`src/rtl/uart_rx_fifo.sv`:
```
// -----------------------------------------------------------------------------
// uart_rx_fifo
//
// UART receiver with an integrated first-word-fall-through receive FIFO.
// Frame format (data width, parity, stop bits) and bit period are set by
// parameters. Received words are buffered and framing, parity and overrun
// problems are reported through sticky flags.
//
// Ports:
//   i_clk         clock
//   i_rst         synchronous, active-high reset
//   i_rx          asynchronous serial input, idles high
//   o_data        FIFO head word (valid while o_valid is high)
//   o_valid       FIFO non-empty
//   i_ready       consumer pop; a pop occurs when o_valid && i_ready
//   o_count       FIFO occupancy (0..DEPTH)
//   o_frame_err   sticky: a stop bit was sampled low
//   o_parity_err  sticky: a parity mismatch occurred
//   o_overrun     sticky: a word was dropped because the FIFO was full
//   i_err_clear   one-cycle pulse clearing all three sticky flags
// -----------------------------------------------------------------------------
module uart_rx_fifo #(
  parameter int CLKS_PER_BIT = 250,
  parameter int DATA_BITS    = 8,
  parameter int PARITY       = 0,
  parameter int STOP_BITS    = 1,
  parameter int DEPTH        = 16
) (
  input  logic                     i_clk,
  input  logic                     i_rst,
  input  logic                     i_rx,
  output logic [DATA_BITS-1:0]     o_data,
  output logic                     o_valid,
  input  logic                     i_ready,
  output logic [$clog2(DEPTH):0]   o_count,
  output logic                     o_frame_err,
  output logic                     o_parity_err,
  output logic                     o_overrun,
  input  logic                     i_err_clear
);

  localparam int TW = $clog2(CLKS_PER_BIT);
  localparam int IW = $clog2(DATA_BITS);
  localparam int AW = $clog2(DEPTH);
  localparam int CW = AW + 1;

  localparam logic [TW-1:0] T_HALF    = TW'(CLKS_PER_BIT / 2 - 1);
  localparam logic [TW-1:0] T_FULL    = TW'(CLKS_PER_BIT - 1);
  localparam logic [IW-1:0] IDX_LAST  = IW'(DATA_BITS - 1);
  localparam logic          STOP_LAST = 1'(STOP_BITS - 1);

  typedef enum logic [2:0] {
    S_IDLE   = 3'd0,
    S_START  = 3'd1,
    S_DATA   = 3'd2,
    S_PARITY = 3'd3,
    S_STOP   = 3'd4,
    S_BREAK  = 3'd5
  } state_t;

  // Synchroniser
  logic rx_meta_q;
  logic rx_s_q;

  // Receiver FSM state
  state_t                 state_q,    state_d;
  logic [TW-1:0]          timer_q,    timer_d;
  logic [IW-1:0]          bit_idx_q,  bit_idx_d;
  logic                   stop_idx_q, stop_idx_d;
  logic [DATA_BITS-1:0]   shift_q,    shift_d;
  logic                   par_err_q,  par_err_d;

  // Frame outcome strobes from the FSM
  logic push_req_s;
  logic set_fe_s;
  logic set_pe_s;
  logic par_calc_s;

  // FIFO state
  logic [DATA_BITS-1:0]   mem_q [DEPTH];
  logic [AW-1:0]          wr_ptr_q, wr_ptr_d;
  logic [AW-1:0]          rd_ptr_q, rd_ptr_d;
  logic [CW-1:0]          count_q,  count_d;
  logic                   valid_q,  valid_d;
  logic [DATA_BITS-1:0]   data_q,   data_d;
  logic                   push_s;
  logic                   pop_s;
  logic                   full_s;
  logic                   set_ov_s;

  // Sticky flags
  logic fe_q, fe_d;
  logic pe_q, pe_d;
  logic ov_q, ov_d;

  // Receiver next-state logic: frame decoding driven by the synchronised line.
  always_comb begin
    state_d    = state_q;
    timer_d    = timer_q + TW'(1);
    bit_idx_d  = bit_idx_q;
    stop_idx_d = stop_idx_q;
    shift_d    = shift_q;
    par_err_d  = par_err_q;
    push_req_s = 1'b0;
    set_fe_s   = 1'b0;
    set_pe_s   = 1'b0;
    // Even parity passes when data and parity bit XOR to 0; odd when to 1.
    par_calc_s = (^shift_q) ^ rx_s_q;

    case (state_q)
      S_IDLE: begin
        timer_d = '0;
        if (!rx_s_q) begin
          state_d = S_START;
        end else begin
          state_d = S_IDLE;
        end
      end

      S_START: begin
        if (timer_q == T_HALF) begin
          timer_d   = '0;
          bit_idx_d = '0;
          if (!rx_s_q) begin
            state_d = S_DATA;
          end else begin
            // Line went back high before mid start bit: treat as noise.
            state_d = S_IDLE;
          end
        end else begin
          state_d = S_START;
        end
      end

      S_DATA: begin
        if (timer_q == T_FULL) begin
          timer_d            = '0;
          shift_d[bit_idx_q] = rx_s_q;
          if (bit_idx_q == IDX_LAST) begin
            stop_idx_d = 1'b0;
            if (PARITY != 0) begin
              state_d = S_PARITY;
            end else begin
              state_d = S_STOP;
            end
          end else begin
            bit_idx_d = bit_idx_q + IW'(1);
          end
        end else begin
          state_d = S_DATA;
        end
      end

      S_PARITY: begin
        if (timer_q == T_FULL) begin
          timer_d    = '0;
          stop_idx_d = 1'b0;
          state_d    = S_STOP;
          if (PARITY == 2) begin
            par_err_d = ~par_calc_s;
          end else begin
            par_err_d = par_calc_s;
          end
        end else begin
          state_d = S_PARITY;
        end
      end

      S_STOP: begin
        if (timer_q == T_FULL) begin
          timer_d = '0;
          if (!rx_s_q) begin
            set_fe_s = 1'b1;
            state_d  = S_BREAK;
          end else if (stop_idx_q == STOP_LAST) begin
            // Returning to IDLE at mid stop bit lets a back-to-back start
            // edge be caught without losing any time.
            state_d = S_IDLE;
            if (par_err_q) begin
              set_pe_s = 1'b1;
            end else begin
              push_req_s = 1'b1;
            end
          end else begin
            stop_idx_d = stop_idx_q + 1'b1;
          end
        end else begin
          state_d = S_STOP;
        end
      end

      S_BREAK: begin
        // A line held low must not be decoded as a stream of frames.
        timer_d = '0;
        if (rx_s_q) begin
          state_d = S_IDLE;
        end else begin
          state_d = S_BREAK;
        end
      end

      default: begin
        timer_d = '0;
        state_d = S_IDLE;
      end
    endcase
  end

  // FIFO next-state logic: push/pop arbitration, pointers, occupancy and head.
  always_comb begin
    pop_s    = valid_q && i_ready;
    full_s   = (count_q == CW'(DEPTH));
    // A pop in the same cycle frees a slot, so a full FIFO still accepts.
    push_s   = push_req_s && (!full_s || pop_s);
    set_ov_s = push_req_s && full_s && !pop_s;

    if (push_s) begin
      wr_ptr_d = wr_ptr_q + AW'(1);
    end else begin
      wr_ptr_d = wr_ptr_q;
    end

    if (pop_s) begin
      rd_ptr_d = rd_ptr_q + AW'(1);
    end else begin
      rd_ptr_d = rd_ptr_q;
    end

    case ({push_s, pop_s})
      2'b10:   count_d = count_q + CW'(1);
      2'b01:   count_d = count_q - CW'(1);
      default: count_d = count_q;
    endcase

    valid_d = (count_d != '0);

    // Head register: bypass the incoming word when it lands at the new head.
    data_d = data_q;
    if (count_d != '0) begin
      if (push_s && (wr_ptr_q == rd_ptr_d)) begin
        data_d = shift_q;
      end else begin
        data_d = mem_q[rd_ptr_d];
      end
    end else begin
      data_d = data_q;
    end
  end

  // Sticky flag next-state: a set event in the clearing cycle wins.
  always_comb begin
    fe_d = set_fe_s | (fe_q & ~i_err_clear);
    pe_d = set_pe_s | (pe_q & ~i_err_clear);
    ov_d = set_ov_s | (ov_q & ~i_err_clear);
  end

  // State registers for synchroniser, receiver, FIFO control and flags.
  always_ff @(posedge i_clk) begin
    if (i_rst) begin
      rx_meta_q  <= 1'b1;
      rx_s_q     <= 1'b1;
      state_q    <= S_IDLE;
      timer_q    <= '0;
      bit_idx_q  <= '0;
      stop_idx_q <= 1'b0;
      shift_q    <= '0;
      par_err_q  <= 1'b0;
      wr_ptr_q   <= '0;
      rd_ptr_q   <= '0;
      count_q    <= '0;
      valid_q    <= 1'b0;
      data_q     <= '0;
      fe_q       <= 1'b0;
      pe_q       <= 1'b0;
      ov_q       <= 1'b0;
    end else begin
      rx_meta_q  <= i_rx;
      rx_s_q     <= rx_meta_q;
      state_q    <= state_d;
      timer_q    <= timer_d;
      bit_idx_q  <= bit_idx_d;
      stop_idx_q <= stop_idx_d;
      shift_q    <= shift_d;
      par_err_q  <= par_err_d;
      wr_ptr_q   <= wr_ptr_d;
      rd_ptr_q   <= rd_ptr_d;
      count_q    <= count_d;
      valid_q    <= valid_d;
      data_q     <= data_d;
      fe_q       <= fe_d;
      pe_q       <= pe_d;
      ov_q       <= ov_d;
    end
  end

  // FIFO storage: only accepted pushes write; stale entries are never
  // visible because the head register is only loaded from occupied slots.
  always_ff @(posedge i_clk) begin
    if (push_s && !i_rst) begin
      mem_q[wr_ptr_q] <= shift_q;
    end
  end

  assign o_data       = data_q;
  assign o_valid      = valid_q;
  assign o_count      = count_q;
  assign o_frame_err  = fe_q;
  assign o_parity_err = pe_q;
  assign o_overrun    = ov_q;

endmodule

```
`config.mk`:
```
export PLATFORM = sky130hd
export DESIGN_NAME = uart_rx_fifo
export DESIGN_NICKNAME = d
export VERILOG_FILES = /design/src/rtl/uart_rx_fifo.sv
export SDC_FILE = /design/constraint.sdc
export NUM_CORES = 1
export LEC_CHECK = 0
export CAP_MARGIN = 25
export CORE_ASPECT_RATIO = 1.25
export CORE_MARGIN = 2
export CORE_UTILIZATION = 48
export DETAILED_ROUTE_END_ITERATION = 8
export SYNTH_ARGS = -nofsm -noshare
export SYNTH_HDL_FRONTEND = slang
export SYNTH_SLANG_ARGS = --single-unit
```
`constraint.sdc`:
```
create_clock -name i_clk -period 3.7 [get_ports i_clk]
set_clock_uncertainty 0.15 [all_clocks]
set_input_delay 0.74 -clock i_clk [delete_from_list [all_inputs] [get_ports i_clk]]
set_output_delay 0.74 -clock i_clk [all_outputs]
set_load 0.01 [all_outputs]
```
# --- Yosys cells after proc, flatten, opt, wreduce, memory -nomap -nowiden ---
# Memory sizes are Yosys's and may differ from the RTL's. A register that Yosys moved wholly into a read port is not among the register bits.
# Cells that the tools add are included.
word_totals:
  out_inout_bits: 17
  register_bits: 43
  elab_cells: 119
  n_memories: 1
  latch_bits: 0
  romBits: 0
  ramBits: 128
op_classes:
  bitwise: 8
  add_sub_neg: 7
  n_eq_ne: 20
  n_reduce_logical: 21
  n_div: 0
  n_lt_le_gt_ge: 2
  n_mux: 45
  mul: 0
  n_shift: 0
memory_table:
  columns: ["name", "words", "word_bits", "rd", "rd_ports_with_merged_regs", "wr", "line_no", "rtl"]
  rows:
  - ["mem_q", 16, 8, 1, 1, 1, "80", "logic [DATA_BITS-1:0] mem_q [DEPTH];"]
ops:
  columns: ["cell", "n"]
  rows:
  - ["$mux 3", 11]
  - ["$mux 1", 23]
  - ["$pmux 3 s6", 1]
  - ["$mux 8", 2]
  - ["$pmux 8 s2", 1]
  - ["$ne 2x2->1 const B", 7]
  - ["$pmux 5 s2", 1]
  - ["$eq 3x3->1 const B", 3]
  - ["$add 4x1->4 const B", 2]
  - ["$add 8x1->8 const B", 1]
  - ["$bwmux 8", 1]
  - ["$eq 8x7->1 const B", 1]
  - ["$eq 8x8->1 const B", 1]
  - ["$reduce_xor 8->1", 1]
  - ["$eq 3x2->1 const B", 2]
  - ["$logic_and 1x1->1", 6]
  - ["$pmux 3 s2", 1]
  - ["$reduce_and 2->1", 3]
  - ["$reduce_and 6->1", 1]
  - ["$add 5x1->5 const B", 1]
  - ["$eq 5x5->1 const B", 1]
  - ["$reduce_bool 5->1", 1]
  - ["$sub 5x1->5 const B", 1]
  - ["$lt 3x4->1 const B", 1]
  - ["23 further kinds", 29]

# --- Logic depth before layout (Yosys ltp) ---
# Gate-level depths: netlist (run 1).
depth:
  depth_word: 9
  ltp_mapped: 15

# --- Least setup slack after synthesis (run 1) ---
# OpenSTA, ideal clock, no wires.
synth_path:
  path_kind: "input-to-reg"
  start: "in i_ready"
  end: "reg data_q[4], in the netlist o_data[4] (read register of mem_q)"
  cell_stages: 12
  t_arrival_ns: 3.136
  setup_ns: 0.122
  setup_slack_ns: 0.292
  n_path_buf: 2
  cell_sequence: "buf_2 > nand2_2 > nor2_1 > ha_1 > a21o_1 > a21oi_1 > nor3_1 > or3_4 > a31oi_4 > buf_6 > o211a_4 > a21oi_2"
synth_via:
  elab_chain_len: 6
  word_cells_on_any_way: 8
  classes_between: "eq/ne (2); mux (2); reduce/logical (4)"
synth_rtl:
  columns: ["item", "line_no", "rtl"]
  rows:
  - ["from (decl)", "34", "input logic i_ready,"]
  - ["$logic_and 1x1->1 (*)", "211", "pop_s = valid_q && i_ready;"]
  - ["$logic_or 1x1->1", "214", "push_s = push_req_s && (!full_s || pop_s);"]
  - ["$logic_and 1x1->1", "214", null]
  - ["$eq 2x1->1 / $eq 2x2->1 (equally long branches)", "229", "case ({push_s, pop_s})"]
  - ["$pmux 5 s2", "229", null]
  - ["$reduce_bool 5->1", "239", "if (count_d != '0) begin"]
  - ["to (decl)", "85", "logic [DATA_BITS-1:0] data_q, data_d;"]
# Every way passes the cells marked *; elsewhere a longest branch is shown, timed or not.
# A chain may end at the register's enable or synchronous reset.

# --- Final worst setup path (run 1) ---
layout_path:
  start: "reg timer_q[0]"
  end: "reg data_q[0], in the netlist o_data[0] (read register of mem_q)"
layout_via:
  elab_chain_len: 7
  word_cells_on_any_way: 8
  classes_between: "eq/ne (3); mux (3); reduce/logical (2)"
layout_rtl:
  columns: ["item", "line_no", "rtl"]
  rows:
  - ["from (decl)", "67", "logic [TW-1:0] timer_q, timer_d;"]
  - ["from (signal assigned)", "280", "timer_q <= timer_d;"]
  - ["$eq 8x8->1 (*)", "170", "if (timer_q == T_FULL) begin"]
  - ["$mux 1 (*)", "170", null]
  - ["$mux 1 (*)", "110", "case (state_q)"]
  - ["$logic_and 1x1->1 (*)", "214", null]
  - ["$eq 2x1->1 / $eq 2x2->1 (equally long branches)", "229", null]
  - ["$pmux 5 s2 (*)", "229", null]
  - ["$reduce_bool 5->1 (*)", "239", null]
# Marks and branches as above.

==> results.md, run 1 <==
- Status: finished, final reports clean
- Worst Max-Slew Pin Slew: 0.844 ns
- Reg power frac: around half
- WL/cell: 20.2 um
- CP max FO: 15
- Unrepaired setup endpoints after global routing: false
- Sequential share of the synthesized area: about 61%
- Peak supply drop: ~0.00032 V
- Ranking of synthesized cells by area: edfxtp_1, dfxtp_1, mux2_2
- Peak Freq: 0.292 GHz
- Proportion of layout cells with a drive suffix above 1: 17.9%
- Global placement routability congestion: 0.879
- Nets@finish: 704
- Multi-input gate area: about 2900 um^2
- Starting Density: between 40% and 50%
- Die Height: 148 um
- Number of library cell types mapped by synthesis: 60
- Switching part of the total: 22.2%
- Post-CTS Setup Bufs: 0
- Routed vias/inst: roughly 5.8
- Syn Std Cell Area: 7950 um^2
- Total area of sequential cells: roughly 4800 um^2
- Number of global-route vias before repair: 5256
- Cell count after synthesis: 641
- Dominant cell type by area after synthesis: edfxtp_1
- Diode count: 0
- DRT iter0 DRCs: between 300 and 400
- Global route total overflow: 0
- Worst-path clk slew: 0.07 ns
- Yosys top cell area share: approximately half
- Hold Fails Final Rpt: 0
- Critical Path Max Stage Delay: between 0.4 and 0.5 ns
- CP max-delay cell: dfxtp_1
- Clock network fraction of total power: between 40% and 50%
- Switching pwr: 0.000928 W
- IO buf count: 21
- H-Tree Depth: 4
- Critical Path Source Type: register
- Syn avg cell area: 12.4 um^2
- Die width: ~120 um
- Pin count of the biggest net entering global routing: 51
- FILL cells: around 1300
- Worst Hold Class: reg -> reg
- CP delay by family, top: simple AND/OR/NAND/NOR gates
- Min-Delay Startpoint: rx_meta_q$_SDFF_PP1_
- Num ports: 22
- Design area: between 9000 and 10000 um^2
- Hold-fix buffers, CTS: 0
- Hold WS: 0.270 ns
- Reg-to-Reg Start: timer_q[0]$_SDFF_PP0_
- Minimum clock period: 3.43 ns
- Die area: 17600 um^2
- DR DRC count: 0
- Flop2flop setup slack: approximately 0.27 ns
- Detailed Place HPWL: approximately 12000 um
- Seq cells post-synth: 178
- Antenna Nets Post-Route: 0
- Required time worst endpoint: 3.87 ns
- First-pass GRT wire length: 29000 um
- Worst slew margin relative to its limit: 43.6%
- Worst path bufs/invs: 1
- Register-to-Register Path Depth: 13
- Layout area overhead: 15.4%
- Synthesis Warnings: 0
- FFs w/ async S/R, synth: 0%
- Max-slew violations: 0
- Via Count: ~5300
- Commonest non-fill, non-tap cell in the layout: edfxtp_1
- WHS Endpoint: rx_s_q$_SDFF_PP1_
- Commonest non-fill, non-tap cells in the layout: edfxtp_1, nor2_1, dfxtp_1, buf_4, and3_1
- CTS Buf Count: 17
- CTS tree: done
- CP arrival: about 3.6 ns
- Core ar.: approximately 16000 um^2
- Crit Reg-Reg Endpoint: o_data[0]$_SDFFE_PP0P_
- Static leakage: 3.22 nW
- Synth Flop Type: edfxtp_1
- Post-DP Area: between 8000 and 9000 um^2
- Power Density: 456 nW/um^2
- Initial antenna violation count: 0
- Hold depth: 1
- Total routed wirelength: 18400 um
- Crit end category: register
- Pint: 0.00325 W
- Crit Path Category: reg -> reg
- Row count: 52
- Root Driver: clkbuf_16
- Fin crit share: between 90% and 100%
- MaxCap Viol Count: 0
- PostCTS Resize Cnt: 0
- CTS Buffer Depth: 2
- Post-synth EDFFs: 128
- Net count after synthesis: 660
- GRT Overall Usage: 21.7%
- Final setup violation count: 0
- CP cell instances: ha_1 -> and3b_1 -> and4_1 -> nor2_2 -> fa_1 -> a21o_1 -> a21oi_1 -> nor3_1 -> or3_4 -> a31oi_4 -> buf_12 -> nor3b_1 -> a31o_2
- Comb pwr share: 6.2%
- Clk Latency, worst-skew pair: 0.43 ns
- Clock Sinks: 178
- Router iterations before antenna repair: 4
layer usage:
layer  GRT usage (%)  routed length [um]  vias up
li1                -                   -     2503
met1            27.3                7830     2634
met2            38.0                9630      111
met3            4.17                 657       23
met4            6.79                 319        0
met5               0                   0        -
worst reg2reg max path, cell delays in order (launching register included):
cell and delay (ns):
dfxtp_1 0.41, ha_1 0.19, and3b_1 0.17, and4_1 0.28, nor2_2 0.11, fa_1 0.41, a21o_1 0.20, a21oi_1 0.29
nor3_1 0.09, or3_4 0.38, a31oi_4 0.19, buf_12 0.16, nor3b_1 0.05, a31o_2 0.23
cells in the mapped netlist, types with 3 or more instances:
cell       instances
inv_1             11
ha_1              13
o21ai_0            9
nor3_1            10
a21o_1             4
nor3b_1            9
nand3_1           22
xor2_1             7
clkbuf_1          20
nand2b_1           3
xnor2_1           17
nor2_1            74
nor4_1             9
nand3b_1           4
buf_2             12
a31o_2             8
a21oi_1           11
or3_1              8
dfxtp_1           50
or2_2              3
nand2_1           27
and3_1            37
mux2_2            28
and4_1             3
a211oi_1          33
a22oi_1            6
mux2i_1           17
o22ai_1           14
a2bb2oi_1          3
edfxtp_1         128
power groups by stage:
stage	logic [W]	registers (W)	clock network (W)
6_report	0.000260	0.00214	0.00178
3_5_place_dp	0.000259	0.00218	0
5_1_grt	0.000282	0.00214	0.00188
2_1_floorplan	0.000169	0.00218	0
4_1_cts	0.000261	0.00214	0.00181
3_3_place_gp	0.000255	0.00218	0
kinds of logic after synthesis:
logic type                 count (synthesis)  share of synthesized area (%)
DFF                                      178                           61.0
buffers and inverters                     48                           2.74
and+or+nand+nor                          224                           14.7
muxes                                     47                           6.68
AOI/OAI and AO/OA                        105                           9.70
xor gates and xnor gates                  25                           2.93
adders and majority gates                 14                           2.30
sequential cells by signal (all words and copies together), names as in the netlist, 3 cells and up:
signal     count
o_data         8
bit_idx_q      3
shift_q        8
timer_q        8
o_count        5
mem_q        128
rd_ptr_q       4
wr_ptr_q       4
state_q        3
area by class of cell:
type                            count  share of cell area (%)
Timing Repair Buffer               62                    5.87
Tap cell                          216                    2.95
Inverter                           11                   0.450
Multi-Input combinational cell    415                    31.5
Clock inverter                     14                    1.69
Sequential cell                   178                    52.9
Clock buffer                       18                    4.68
through the flow:
stage	utilization [%]	instances	total power, W	TNS [ns]	setup slack (ns)
after global routing	56.6	914	0.00431	0	0.00337
after detailed placement	53.0	882	0.00244	-1.49	-0.203
after floorplan	-	641	0.00235	0	0.292
after global placement	53.0	882	0.00244	-0.479	-0.0808
final	56.6	914	0.00418	0	0.271
after CTS	56.6	914	0.00421	0	0.126
how the worst max path moves through the flow:
stage | from | to | depth (start not counted)
4_1_cts | timer_q[1]$_SDFF_PP0_ | o_data[0]$_SDFFE_PP0P_ | 14
2_1_floorplan | i_ready | o_data[4]$_SDFFE_PP0P_ | 12
5_1_grt | timer_q[0]$_SDFF_PP0_ | o_data[0]$_SDFFE_PP0P_ | 13
3_5_place_dp | i_ready | o_data[3]$_SDFFE_PP0P_ | 12
3_3_place_gp | i_ready | o_data[3]$_SDFFE_PP0P_ | 13
6_report | timer_q[0]$_SDFF_PP0_ | o_data[0]$_SDFFE_PP0P_ | 13
No activity file was read; power rests on OpenSTA's default activity.
==> run 2, diff against run 1 <==
Settings changed: SETUP_SLACK_MARGIN set to 0.05.
==> results.md, run 2 (synthesis results as in run 1) <==
- CP delay by family, top: simple AND/OR/NAND/NOR gates
- Core ar.: 16200 um^2
- Required time worst endpoint: 3.87 ns
- Critical Path Source Type: register
- Final setup violation count: 0
- Number of global-route vias before repair: 5256
- Crit Reg-Reg Endpoint: o_data[5]$_SDFFE_PP0P_
- Nets@finish: slightly above 700
- Design area: 9170 um^2
- Met3 WL: a little over 600 um
- GRT Overall Usage: 21.7%
- IO buf count: 21
- Layout area overhead: 15.4%
- Min-Delay Startpoint: rx_meta_q$_SDFF_PP1_
- Critical Path Max Stage Delay: 0.36 ns
- Crit Path Category: reg -> reg
- WHS Endpoint: rx_s_q$_SDFF_PP1_
- Non-filler cells, final: 914
- Clk Latency, worst-skew pair: 0.43 ns
- DRT iter0 DRCs: 357
- Peak Freq: ~0.29 GHz
- Commonest non-fill, non-tap cell in the layout: edfxtp_1
- Starting Density: approximately half
- Max layer used: met4
- MaxCap Viol Count: 0
- FILL cells: 1334
- CP max FO: 15
- CTS Buf Count: 17
- Power Density: 456 nW/um^2
- Status: finished, final reports clean
- Worst path bufs/invs: 4
- Global placement routability congestion: approximately 0.88
- CTS Buffer Depth: 2
- WL/cell: slightly above 20 um
- Global route total overflow: 0
- DR DRC count: 0
- Proportion of layout cells with a drive suffix above 1: a little under a fifth
- Diode count: 0
- First-pass GRT wire length: 29000 um
- Die width: between 100 and 150 um
- Router iterations before antenna repair: 5
- H-Tree Depth: 4
- Detailed Place HPWL: between 10000 and 15000 um
- Final core utilization: 56.6%
- Unrepaired setup endpoints after global routing: false
- Clock Sinks: 178
- Hold WS: 0.269 ns
- CP max-delay cell: dfxtp_1
- Static leakage: between 3 and 4 nW
- Minimum clock period: 3.41 ns
- Routed met1 length: between 7000 and 8000 um
- Max-slew violations: 0
- Fin crit share: about 90%
- Peak supply drop: 0.000321 V
- Worst-path clk slew: ~0.070 ns
- Pin count of the biggest net entering global routing: between 50 and 60
- Die Height: 148 um
- Cell count after placement: 882
- Largest Register: mem_q
- Hold depth: 1
- Hold Fails Final Rpt: 0
- Routed vias/inst: 5.75
- Hold-fix buffers, CTS: 0
- Register-to-Register Path Depth: 15
- Commonest non-fill, non-tap cells in the layout: edfxtp_1, nor2_1, dfxtp_1, buf_4, and3_1
- Crit end category: register
- Max reg flops: 128
- Met2 WL: 9570 um
- Worst Max-Slew Pin Slew: 0.857 ns
- Die area: around 18000 um^2
- Initial antenna violation count: 0
- Antenna Nets Post-Route: 0
- Flop2flop setup slack: around 0.29 ns
- Worst slew margin relative to its limit: 42.8%
- Worst Hold Class: reg -> reg
- Via Count: 5252
- CTS tree: done
- Root Driver: clkbuf_16
- CP cell instances: inv_1 -> ha_1 -> and3b_1 -> and4_1 -> nor2_2 -> ha_1 -> a21o_1 -> a21oi_1 -> xnor2_1 -> nor4b_1 -> buf_4 -> a31oi_4 -> buf_12 -> buf_4 -> a31o_2
- Total routed wirelength: between 15000 and 20000 um
- Row count: 52
- Num ports: 22
- CP arrival: 3.59 ns
- Reg-to-Reg Start: timer_q[1]$_SDFF_PP0_
- Post-DP Area: 8580 um^2
run 2: cell types whose count changed in the layout (fill, tap and decap cells not counted):
| cell | delta |
|---|---|
| a21oi_1 | -1 |
| a21oi_2 | +1 |
run 2: what timing repair did:
| action | CTS | global route |
|---|---|---|
| hold endpoints to repair | 0 | 0 |
| gates resized for setup | 0 | 2 |
| setup buffers | 0 | 0 |
| setup endpoints to repair | 0 | 8 |
run 2: area by class of cell:
cell class              instances  area (um^2)  share of cell area (%)
well taps                     216          270                    2.95
inverters                      11         41.3                   0.450
flip-flops and latches        178         4840                    52.8
clock buffers                  18          429                    4.68
multi-input cells             415         2890                    31.5
clock inverters                14          155                    1.69
repair buffers                 62          538                    5.87
run 2: metrics by stage:
| stage | worst slack, ns | total power, W | setup TNS [ns] |
|---|---|---|---|
| 2_1_floorplan | 0.292 | 0.00235 | 0 |
| 3_3_place_gp | -0.0808 | 0.00244 | -0.479 |
| 3_5_place_dp | -0.203 | 0.00244 | -1.49 |
| 4_1_cts | 0.126 | 0.00421 | 0 |
| 5_1_grt | 0.104 | 0.00431 | 0 |
| 6_report | 0.286 | 0.00418 | 0 |
run 2: worst max path at each step:
stage	start	end	slack [ns]	depth (start not counted)
2_1_floorplan	i_ready	o_data[4]$_SDFFE_PP0P_	0.29	12
3_3_place_gp	i_ready	o_data[3]$_SDFFE_PP0P_	-0.08	13
3_5_place_dp	i_ready	o_data[3]$_SDFFE_PP0P_	-0.20	12
4_1_cts	timer_q[1]$_SDFF_PP0_	o_data[0]$_SDFFE_PP0P_	0.13	14
5_1_grt	timer_q[1]$_SDFF_PP0_	o_data[3]$_SDFFE_PP0P_	0.10	15
6_report	timer_q[1]$_SDFF_PP0_	o_data[5]$_SDFFE_PP0P_	0.29	15
run 2: where the power goes:
group / internal, W / total (W) / switching [W] / leakage [nW]
Combinational: 0.000127 / 0.000260 / 0.000133 / 1.35
Clock: 0.00101 / 0.00178 / 0.000778 / 0.281
Sequential: 0.00212 / 0.00214 / 0.0000171 / 1.59
run 2: metal layers:
metal / track usage [%] / up-vias
met2: 38.0 / 106
li1: - / 2502
met1: 27.3 / 2619
met3: 4.17 / 25
met5: 0 / -
met4: 6.79 / 0
run 2: worst register-to-register path, delay by kind of cell (launching register included):
family / cells / cell delay [ns]
XOR/XNOR: 1 / 0.11
AND/OR/NAND/NOR: 4 / 1.00
flip-flops: 1 / 0.36
AO/OA/AOI/OAI: 4 / 0.64
buffers and inverters: 4 / 0.57
adder cells (fa/ha/maj): 2 / 0.49
==> run 3, diff against run 2 <==
Settings changed: CORE_ASPECT_RATIO 1.25 to 0.9, CORE_MARGIN 2 to not set, SLEW_MARGIN set to 30.
==> results.md, run 3 (synthesis results as in run 1) <==
- Global placement routability congestion: 0.855
- Pint: between 0.003 and 0.004 W
- Worst slew margin relative to its limit: 41.3%
- Row count: 44
- Router iterations before antenna repair: 5
- Reg power frac: roughly half
- CTS Buffer Depth: 2
- Met2 WL: 8290 um
- Hold Fails Final Rpt: 0
- GRT Overall Usage: roughly 22%
- Routed vias/inst: 5.80
- Layout area overhead: 16.3%
- Commonest non-fill, non-tap cell in the layout: edfxtp_1
- Crit end category: register
- Static leakage: 3.28 nW
- Status: finished, final reports clean
- Worst-path clk slew: 0.06 ns
- First-pass GRT wire length: roughly 28000 um
- IO buf count: 21
- Die Height: 124 um
- Worst Max-Slew Pin Slew: 0.880 ns
- CP arrival: 3.59 ns
- CP max-delay cell: dfxtp_1
- PostCTS Resize Cnt: 0
- Detailed Place HPWL: 11700 um
- Global route total overflow: 0
- Post-CTS Setup Bufs: 0
- Die area: between 15000 and 20000 um^2
- Peak supply drop: ~0.00034 V
- Pin count of the biggest net entering global routing: 61
- Via Count: 5282
- Total routed wirelength: around 18000 um
- Die width: 138 um
- Clock network fraction of total power: between 40% and 50%
- Unrepaired setup endpoints after global routing: false
- DRT iter0 DRCs: about 450
- Number of global-route vias before repair: approximately 5200
- Final Power: between 0.004 and 0.005 W
- Power Density: 458 nW/um^2
- Critical Path Source Type: register
- Antenna Nets Post-Route: 0
- Worst Hold Class: reg -> reg
- Max layer used: met4
- Initial antenna violation count: 0
- Num ports: 22
- Starting Density: 49.3%
- Commonest non-fill, non-tap cells in the layout: edfxtp_1, nor2_1, dfxtp_1, buf_4, and3_1
- Fin crit share: slightly above 90%
- H-Tree Depth: 4
- Clock Sinks: 178
- Root Driver: clkbuf_16
- Hold WS: 0.266 ns
- Clk Latency, worst-skew pair: 0.42 ns
- Met3 WL: between 700 and 800 um
- Final setup violation count: 0
- Routed met1 length: between 8000 and 9000 um
- Critical Path Max Stage Delay: 0.40 ns
- Minimum clock period: 3.42 ns
- Crit Path Category: reg -> reg
- Core ar.: roughly 16000 um^2
- Design area: 9240 um^2
- Post-DP Area: 8630 um^2
- Max-slew violations: 0
- CTS Buf Count: 17
- Switching part of the total: between 20% and 30%
- Switching pwr: 0.000857 W
- CP max FO: 13
- Max reg flops: 128
- MaxCap Viol Count: 0
- Diode count: 0
- Required time worst endpoint: 3.86 ns
- Non-filler cells, final: about 910
- Nets@finish: 711
- CP cell instances: ha_1 -> and3b_1 -> and4_1 -> nor2_1 -> buf_4 -> fa_1 -> a21o_1 -> a21oi_1 -> nor3_1 -> or3_4 -> a31oi_4 -> buf_12 -> nor3b_1 -> a31o_2
- Peak Freq: 0.292 GHz
- Hold-fix buffers, CTS: 0
- DR DRC count: 0
- Largest Register: mem_q
- Proportion of layout cells with a drive suffix above 1: 18.0%
- CTS tree: done
- WL/cell: 19.5 um
- Comb pwr share: 6.4%
- Final core utilization: 57.3%
- Cell count after placement: 879
run 3: power groups by stage:
stage | combinational (W) | sequential [W] | clock (W)
after detailed placement | 0.000262 | 0.00218 | 0
after global placement | 0.000256 | 0.00218 | 0
final | 0.000271 | 0.00214 | 0.00182
after floorplan | 0.000169 | 0.00218 | 0
after global routing | 0.000293 | 0.00214 | 0.00194
after CTS | 0.000264 | 0.00214 | 0.00187
run 3: cell type report:
type / instances / area, um^2
Inverter: 11 / 41.3
Fill cell: 1325 / 6890
Tap cell: 207 / 259
Sequential cell: 178 / 4840
Clock buffer: 19 / 433
Multi-Input combinational cell: 415 / 2890
Timing Repair Buffer: 69 / 616
Clock inverter: 12 / 165
run 3: final timing paths:
kind / start / to / slack, ns / cells past startpoint
max reg2reg: timer_q[0]$_SDFF_PP0_ / o_data[0]$_SDFFE_PP0P_ / 0.28 / 14
min reg2reg: rx_meta_q$_SDFF_PP1_ / rx_s_q$_SDFF_PP1_ / 0.27 / 1
max: timer_q[0]$_SDFF_PP0_ / o_data[0]$_SDFFE_PP0P_ / 0.28 / 14
min: rx_meta_q$_SDFF_PP1_ / rx_s_q$_SDFF_PP1_ / 0.27 / 1
run 3: worst max-delay path: cells and delay by family, from the launching register on:
| kind | cells | cell delay (ns) |
|---|---|---|
| and+or+nand+nor | 6 | 1.00 |
| adders and majority gates | 2 | 0.59 |
| DFF | 1 | 0.40 |
| buffers and inverters | 2 | 0.32 |
| AOI/OAI and AO/OA | 4 | 0.86 |
run 3: metrics by stage:
stage          setup slack (ns)  TNS (ns)
2_1_floorplan             0.292         0
3_3_place_gp             0.0762         0
3_5_place_dp            -0.0547    -0.302
4_1_cts                   0.185         0
5_1_grt                  0.0463         0
6_report                  0.276         0
run 3: routing by layer:
metal,vias to the layer above,track usage (%)
met3,22,4.92
met4,0,9.07
li1,2510,-
met1,2636,30.7
met5,-,0
met2,114,34.8
